**config.mk**
```make
export PLATFORM = sky130hd
export DESIGN_NAME = queue_2x122_ctrl_flat
export DESIGN_NICKNAME = d
export VERILOG_FILES = /design/src/rtl/queue_2x122_ctrl_if.sv /design/src/rtl/queue_2x122_ctrl.sv /design/src/flat_wrapper.sv
export SDC_FILE = /design/constraint.sdc
export NUM_CORES = 1
export LEC_CHECK = 0
export BUFFER_PORTS_ARGS = -buffer_cell sky130_fd_sc_hd__buf_2
export CAP_MARGIN = 20
export CORE_AREA = 2 2 196 198
export CTS_BUF_LIST = sky130_fd_sc_hd__clkbuf_4 sky130_fd_sc_hd__clkbuf_8
export DETAILED_ROUTE_END_ITERATION = 10
export DIE_AREA = 0 0 198 200
export GPL_TIMING_DRIVEN = 0
export PLACE_DENSITY = 0.35
export SYNTH_ARGS = -nofsm -noshare
export SYNTH_HDL_FRONTEND = slang
export SYNTH_SLANG_ARGS = --single-unit
```
**constraint.sdc**
```tcl
create_clock -name clock -period 2.38 [get_ports clock]
set_input_delay 0.238 -clock clock [delete_from_list [all_inputs] [get_ports clock]]
set_output_delay 0.238 -clock clock [all_outputs]
set_load 0.005 [all_outputs]
```
**src/rtl/queue_2x122_ctrl_if.sv**
```systemverilog
`default_nettype none
// ============================================================================
//  Module      : queue_2x122_ctrl_if
//  Description : Enqueue/dequeue handshake bundle for queue_2x122_ctrl.
//                Carries the ready/valid enqueue channel, the ready/valid
//                dequeue channel and the occupancy count.
//                  master : producer/consumer side (drives enq_valid/bits,
//                           deq_ready)
//                  slave  : queue side (drives enq_ready, deq_valid/bits,
//                           count)
//  Parameters  : WIDTH (payload bits), DEPTH (entries)
//  Revision    : 1.0 - initial release
// ============================================================================
interface queue_2x122_ctrl_if #(
    parameter int WIDTH = 122,
    parameter int DEPTH = 2
);
    localparam int CNT_W = $clog2(DEPTH + 1);

    logic             io_enq_valid;
    logic             io_enq_ready;
    logic [WIDTH-1:0] io_enq_bits;
    logic             io_deq_valid;
    logic             io_deq_ready;
    logic [WIDTH-1:0] io_deq_bits;
    logic [CNT_W-1:0] io_count;

    modport master (
        output io_enq_valid,
        output io_enq_bits,
        output io_deq_ready,
        input  io_enq_ready,
        input  io_deq_valid,
        input  io_deq_bits,
        input  io_count
    );

    modport slave (
        input  io_enq_valid,
        input  io_enq_bits,
        input  io_deq_ready,
        output io_enq_ready,
        output io_deq_valid,
        output io_deq_bits,
        output io_count
    );
endinterface
`default_nettype wire

```
**src/rtl/queue_2x122_ctrl.sv**
```systemverilog
`default_nettype none
// ============================================================================
//  Module      : queue_2x122_ctrl
//  Description : Ready/valid FIFO control stage for the 2 x 122-bit queue
//                storage macro (ram_2x122). Owns the enqueue/dequeue
//                pointers and the full/empty tracking, writes accepted words
//                into the macro and presents the macro's combinational read
//                data as the dequeue head.
//  Ports       : clock        - sole clock, forwarded to the macro clocks
//                reset        - asynchronous active-low reset
//                io           - handshake bundle (slave modport)
//                ram_R0_*     - macro read port (addr = deq pointer)
//                ram_W0_*     - macro write port (addr = enq pointer)
//  Options     : QUEUE_FLOW_EN - when defined, an enqueue into an empty
//                queue is visible on the dequeue side in the same cycle, and
//                is consumed without touching the macro if deq_ready is high.
//  Revision    : 1.0 - initial release
// ============================================================================
module queue_2x122_ctrl #(
    parameter  int WIDTH  = 122,
    parameter  int DEPTH  = 2,
    localparam int ADDR_W = (DEPTH > 2) ? $clog2(DEPTH) : 1,
    localparam int CNT_W  = $clog2(DEPTH + 1)
) (
    input  wire logic              clock,
    input  wire logic              reset,
    queue_2x122_ctrl_if.slave      io,
    output logic [ADDR_W-1:0]      ram_R0_addr,
    output logic                   ram_R0_en,
    output logic                   ram_R0_clk,
    input  wire logic [WIDTH-1:0]  ram_R0_data,
    output logic [ADDR_W-1:0]      ram_W0_addr,
    output logic                   ram_W0_en,
    output logic                   ram_W0_clk,
    output logic [WIDTH-1:0]       ram_W0_data
);

    // Last valid pointer value; pointers wrap on an explicit compare so a
    // non-power-of-two DEPTH never visits unused addresses.
    localparam logic [ADDR_W-1:0] c_LAST_PTR  = ADDR_W'(DEPTH - 1);
    localparam logic [CNT_W-1:0]  c_DEPTH_CNT = CNT_W'(DEPTH);

    // ------------------------------------------------------------------
    // State
    // ------------------------------------------------------------------
    logic [ADDR_W-1:0] r_enq_ptr;
    logic [ADDR_W-1:0] r_deq_ptr;
    logic              r_maybe_full;

    // ------------------------------------------------------------------
    // Derived status
    // ------------------------------------------------------------------
    logic w_ptr_match;
    logic w_empty;
    logic w_full;
    logic w_enq_ready;
    logic w_deq_valid;
    logic w_do_enq;
    logic w_do_deq;
    logic [WIDTH-1:0] w_deq_bits;
    logic [CNT_W-1:0] w_count;

    assign w_ptr_match = (r_enq_ptr == r_deq_ptr);
    assign w_empty     = w_ptr_match & ~r_maybe_full;
    assign w_full      = w_ptr_match &  r_maybe_full;
    assign w_enq_ready = ~w_full;

`ifdef QUEUE_FLOW_EN
    // Flow-through: an arriving word on an empty queue is offered to the
    // consumer directly. If taken in the same cycle, the storage and the
    // pointers are left untouched, as though the word never entered.
    logic w_flow;
    assign w_flow      = w_empty & io.io_enq_valid;
    assign w_deq_valid = ~w_empty | w_flow;
    assign w_deq_bits  = w_flow ? io.io_enq_bits : ram_R0_data;
    assign w_do_enq    = io.io_enq_valid & w_enq_ready
                       & ~(w_flow & io.io_deq_ready);
    assign w_do_deq    = w_deq_valid & io.io_deq_ready & ~w_flow;
`else
    assign w_deq_valid = ~w_empty;
    assign w_deq_bits  = ram_R0_data;
    assign w_do_enq    = io.io_enq_valid & w_enq_ready;
    assign w_do_deq    = w_deq_valid & io.io_deq_ready;
`endif

    // ------------------------------------------------------------------
    // Pointer / fullness registers
    // ------------------------------------------------------------------
    always_ff @(posedge clock or negedge reset) begin
        if (!reset) begin
            r_enq_ptr    <= '0;
            r_deq_ptr    <= '0;
            r_maybe_full <= 1'b0;
        end else begin
            if (w_do_enq) begin
                r_enq_ptr <= (r_enq_ptr == c_LAST_PTR) ? '0
                                                       : r_enq_ptr + 1'b1;
            end
            if (w_do_deq) begin
                r_deq_ptr <= (r_deq_ptr == c_LAST_PTR) ? '0
                                                       : r_deq_ptr + 1'b1;
            end
            // Equal pointers are ambiguous; remember which side moved last.
            if (w_do_enq != w_do_deq) begin
                r_maybe_full <= w_do_enq;
            end
        end
    end

    // ------------------------------------------------------------------
    // Occupancy: modular pointer distance, disambiguated by maybe_full
    // when the pointers coincide.
    // ------------------------------------------------------------------
    always_comb begin
        w_count = '0;
        if (w_ptr_match) begin
            w_count = w_full ? c_DEPTH_CNT : '0;
        end else if (r_enq_ptr > r_deq_ptr) begin
            w_count = CNT_W'(r_enq_ptr) - CNT_W'(r_deq_ptr);
        end else begin
            w_count = c_DEPTH_CNT + CNT_W'(r_enq_ptr) - CNT_W'(r_deq_ptr);
        end
    end

    // ------------------------------------------------------------------
    // Handshake outputs
    // ------------------------------------------------------------------
    assign io.io_enq_ready = w_enq_ready;
    assign io.io_deq_valid = w_deq_valid;
    assign io.io_deq_bits  = w_deq_bits;
    assign io.io_count     = w_count;

    // ------------------------------------------------------------------
    // Macro ports. The read is always enabled; a read and write to the
    // same live address cannot coincide, so macro read-during-write
    // ordering never matters.
    // ------------------------------------------------------------------
    assign ram_R0_addr = r_deq_ptr;
    assign ram_R0_en   = 1'b1;
    assign ram_R0_clk  = clock;
    assign ram_W0_addr = r_enq_ptr;
    assign ram_W0_en   = w_do_enq;
    assign ram_W0_clk  = clock;
    assign ram_W0_data = io.io_enq_bits;

endmodule
`default_nettype wire

```
**src/flat_wrapper.sv**
```systemverilog
// flat-port wrapper written by rule: the top's interface ports become plain ports
module queue_2x122_ctrl_flat 
#(
    parameter  int WIDTH  = 122,
    parameter  int DEPTH  = 2,
    localparam int ADDR_W = (DEPTH > 2) ? $clog2(DEPTH) : 1,
    localparam int CNT_W  = $clog2(DEPTH + 1)
)
  (clock, reset, ram_R0_addr, ram_R0_en, ram_R0_clk, ram_R0_data, ram_W0_addr, ram_W0_en, ram_W0_clk, ram_W0_data, io_io_enq_valid, io_io_enq_bits, io_io_deq_ready, io_io_enq_ready, io_io_deq_valid, io_io_deq_bits, io_io_count);
  queue_2x122_ctrl_if #(.WIDTH(WIDTH), .DEPTH(DEPTH)) io_i ();
  input  wire logic clock;
  input  wire logic reset;
  output logic [ADDR_W-1:0] ram_R0_addr;
  output logic ram_R0_en;
  output logic ram_R0_clk;
  input  wire logic [WIDTH-1:0] ram_R0_data;
  output logic [ADDR_W-1:0] ram_W0_addr;
  output logic ram_W0_en;
  output logic ram_W0_clk;
  output logic [WIDTH-1:0] ram_W0_data;
  input wire logic [$bits(io_i.io_enq_valid)-1:0] io_io_enq_valid;
  input wire logic [$bits(io_i.io_enq_bits)-1:0] io_io_enq_bits;
  input wire logic [$bits(io_i.io_deq_ready)-1:0] io_io_deq_ready;
  output wire logic [$bits(io_i.io_enq_ready)-1:0] io_io_enq_ready;
  output wire logic [$bits(io_i.io_deq_valid)-1:0] io_io_deq_valid;
  output wire logic [$bits(io_i.io_deq_bits)-1:0] io_io_deq_bits;
  output wire logic [$bits(io_i.io_count)-1:0] io_io_count;
  assign io_i.io_enq_valid = io_io_enq_valid;
  assign io_i.io_enq_bits = io_io_enq_bits;
  assign io_i.io_deq_ready = io_io_deq_ready;
  assign io_io_enq_ready = io_i.io_enq_ready;
  assign io_io_deq_valid = io_i.io_deq_valid;
  assign io_io_deq_bits = io_i.io_deq_bits;
  assign io_io_count = io_i.io_count;
  queue_2x122_ctrl #(.WIDTH(WIDTH), .DEPTH(DEPTH)) u_core (.clock(clock), .reset(reset), .io(io_i), .ram_R0_addr(ram_R0_addr), .ram_R0_en(ram_R0_en), .ram_R0_clk(ram_R0_clk), .ram_R0_data(ram_R0_data), .ram_W0_addr(ram_W0_addr), .ram_W0_en(ram_W0_en), .ram_W0_clk(ram_W0_clk), .ram_W0_data(ram_W0_data));
endmodule
```
==> impl_results.md <==
- Layout cells sized above 1: 96.4%
- CP Data Arrival Time: 1.65 ns
- Startpoint Class: clock port
- Worst-path maximum fanout: 2
- DRT iter0 DRCs: 18
- Top cells by area, synth: buf_4, dfrtp_1, inv_1, o21ai_0, a21o_2
- Mapped Area: 2030 sq um
- Yosys warns: 0
- Outcome: finished clean
- NumNets Final: 783
- Area fraction of the dominant cell type after synthesis: 91.2%
- Vias in the first global route: 2174
- Global-route wire length before repair: 12.3 mm
- Static Leak: 2.35 nW
- Chip Height: 200 microns
- Die area: 39600 sq um
- DP Wirelength: 9.80 mm
- CTS tree: done
- Register area share after synthesis: 3.69%
- Int Pwr: 0.000895 W
- MaxCap Viol Count: 0
- Vias: 2406
- FILL cells: 4324
- # diodes: 0
- Synth-to-Final Area Change: 100%
- Area of placed instances: 3950 sq um
- Worst Path Required: 2.14 ns
- Clock power share: 31.7%
- RSZ-0062 raised after global routing: false
- Total Routing Usage GR: 4.29%
- Post-route cell area: 4070 sq um
- Switching share of power: 33.4%
- Detail Route Antenna Nets: 0
- Worst setup path startpoint: clock
- Syn avg cell area: 7.56 sq um
- Die width: 198 microns
- Final slew viol count: 0
- Multi-input logic area: 81.3 sq um
- Pre-Repair DR Iteration Count: 4
- Post-Synthesis Cells: 269
- IR drop worst, VDD: 561 uV
- Worst-path clk slew: 0.03 ns
- I/O pin cnt: 502
- Setup Total Neg Slack: 0 ns
- Reg power frac: 8.0%
- Final Hold Vio Count: 0
- Initial Util: 5.44%
- Hold Path Class: input pin to register
- Port bufs: 256
- Critical Path End Type: output port
- Endpoints failing setup: 0
- Psw: 0.000449 W
- Mapped Nets: 517
- Core Area: 37400 sq um
- Synth cell types: 14
- Number of synthesized register bits: 3
- Pwr Total: 0.00134 W
- DRT Wirelength: 10.5 mm
- Clock insertion delay at the later pin of the skew report: 0.32 ns
- Synth area leader: buf_4
- Reg2reg start: u_core.ram_R0_addr
- Initial antenna violation count: 0
- Worst hold margin: 0.148 ns
- Fin Clk Skew: 0.00188 ns
- Hold path start: io_io_deq_ready
- DRC violations left: 0
- Area occupied by registers: 75.1 sq um
- Final global-route overflow total: 0
- Routed wire per std cell: 10.0 microns
- Crit Path Category: clock port to output port
- P per Cell Area: 330 nW/um^2
- Vias per inst: 2.30
- Row count: 71
- Final setup margin: 0.489 ns
- Largest net degree at the start of global routing: 6
- Post-placement setup slack: 0.738 ns
- Comb power frac: 60.3%
- RD Place Congestion: 0.855
==> flip-flops by register name (all words and copies together), names as in the netlist <==
register             flops
u_core.ram_W0_addr       1
u_core.ram_R0_addr       1
u_core.r_maybe_full      1
==> layout make-up <==
| cell class | count | area share, % |
|---|---|---|
| multi-input combinational | 13 | 2.00 |
| clock buffer | 10 | 2.80 |
| sequential | 3 | 1.85 |
| tap | 511 | 15.7 |
| timing repair buffer | 255 | 31.5 |
| inverter | 6 | 0.554 |
| buffer | 247 | 45.6 |
==> power by group through the flow <==
stage          sequential (W)  combinational (W)  clock (W)
2_1_floorplan       0.0000995           0.000454  0.0000545
3_3_place_gp         0.000111           0.000831  0.0000817
3_5_place_dp         0.000111           0.000824  0.0000817
4_1_cts              0.000111           0.000833   0.000434
5_1_grt              0.000113           0.000894   0.000457
6_report             0.000108           0.000810   0.000425
==> placed cells by master (no fill, tap or decap) <==
cell type      netlist  final
o21ai_2              1      1
buf_2                0    256
clkbuf_8             0      7
xnor2_1              1      1
a22oi_1              1      1
dfrtp_1              3      3
dlygate4sd3_1        0      1
a31oi_1              1      1
and3_2               1      1
nand2_1              2      2
o21ai_0              3      3
a21o_2               1      1
a211oi_1             1      1
inv_1                5      5
inv_2                1      1
clkbuf_4             0      1
buf_4              247    247
conb_1               1      1
==> worst max-delay path, cell delays in order <==
cell      delay, ns
clkbuf_8       0.11
clkbuf_8       0.12
buf_4          0.12
buf_2          0.11
==> cell usage after synthesis (all sizes together) <==
library cell	instances
a211oi	1
a21o	1
a22oi	1
a31oi	1
and3	1
buf	247
conb	1
dfrtp	3
inv	6
nand2	2
o21ai	4
xnor2	1
==> per-layer routing <==
| metal | vias up | GRT usage (%) | wire length [microns] |
|---|---|---|---|
| met5 | - | 0 | 0 |
| met4 | 0 | 2.06 | 347 |
| met3 | 16 | 0.722 | 1120 |
| met2 | 293 | 9.36 | 6080 |
| met1 | 1003 | 3.66 | 2950 |
| li1 | 1094 | - | - |
==> per-stage QoR <==
| step | std cells | util (%) |
|---|---|---|
| 3_3_place_gp | 1036 | 10.6 |
| 6_report | 1045 | 10.9 |
| 2_1_floorplan | 269 | - |
| 5_1_grt | 1045 | 10.9 |
| 3_5_place_dp | 1036 | 10.6 |
| 4_1_cts | 1045 | 10.9 |
==> timing repair <==
item,CTS,global route
gates resized for setup,0,0
endpoints found under the hold margin,3,0
buffers inserted,0,0
hold buffers,1,0
==> path summary, 6_finish.rpt <==
path / endpoint / slack [ns] / cells past startpoint
min reg2reg: u_core.ram_R0_addr / 0.61 / 1
max in group asynchronous: u_core.r_maybe_full / 2.03 / 2
min in group asynchronous: u_core.ram_R0_addr / 0.24 / 2
max reg2reg: u_core.r_maybe_full / 1.15 / 4
max: ram_R0_clk / 0.49 / 4
min: u_core.r_maybe_full / 0.15 / 2
==> logic make-up (layout without fill, tap and decap cells) <==
family	after synthesis	count (layout)	share of synthesized area, %
compound gates	8	8	2.65
xor+xnor	1	1	0.431
buf+inv	253	518	92.3
flops	3	3	3.69
other cells	1	1	0.184
simple gates	3	3	0.739
Note: power is estimated with default switching activity, not from simulation.
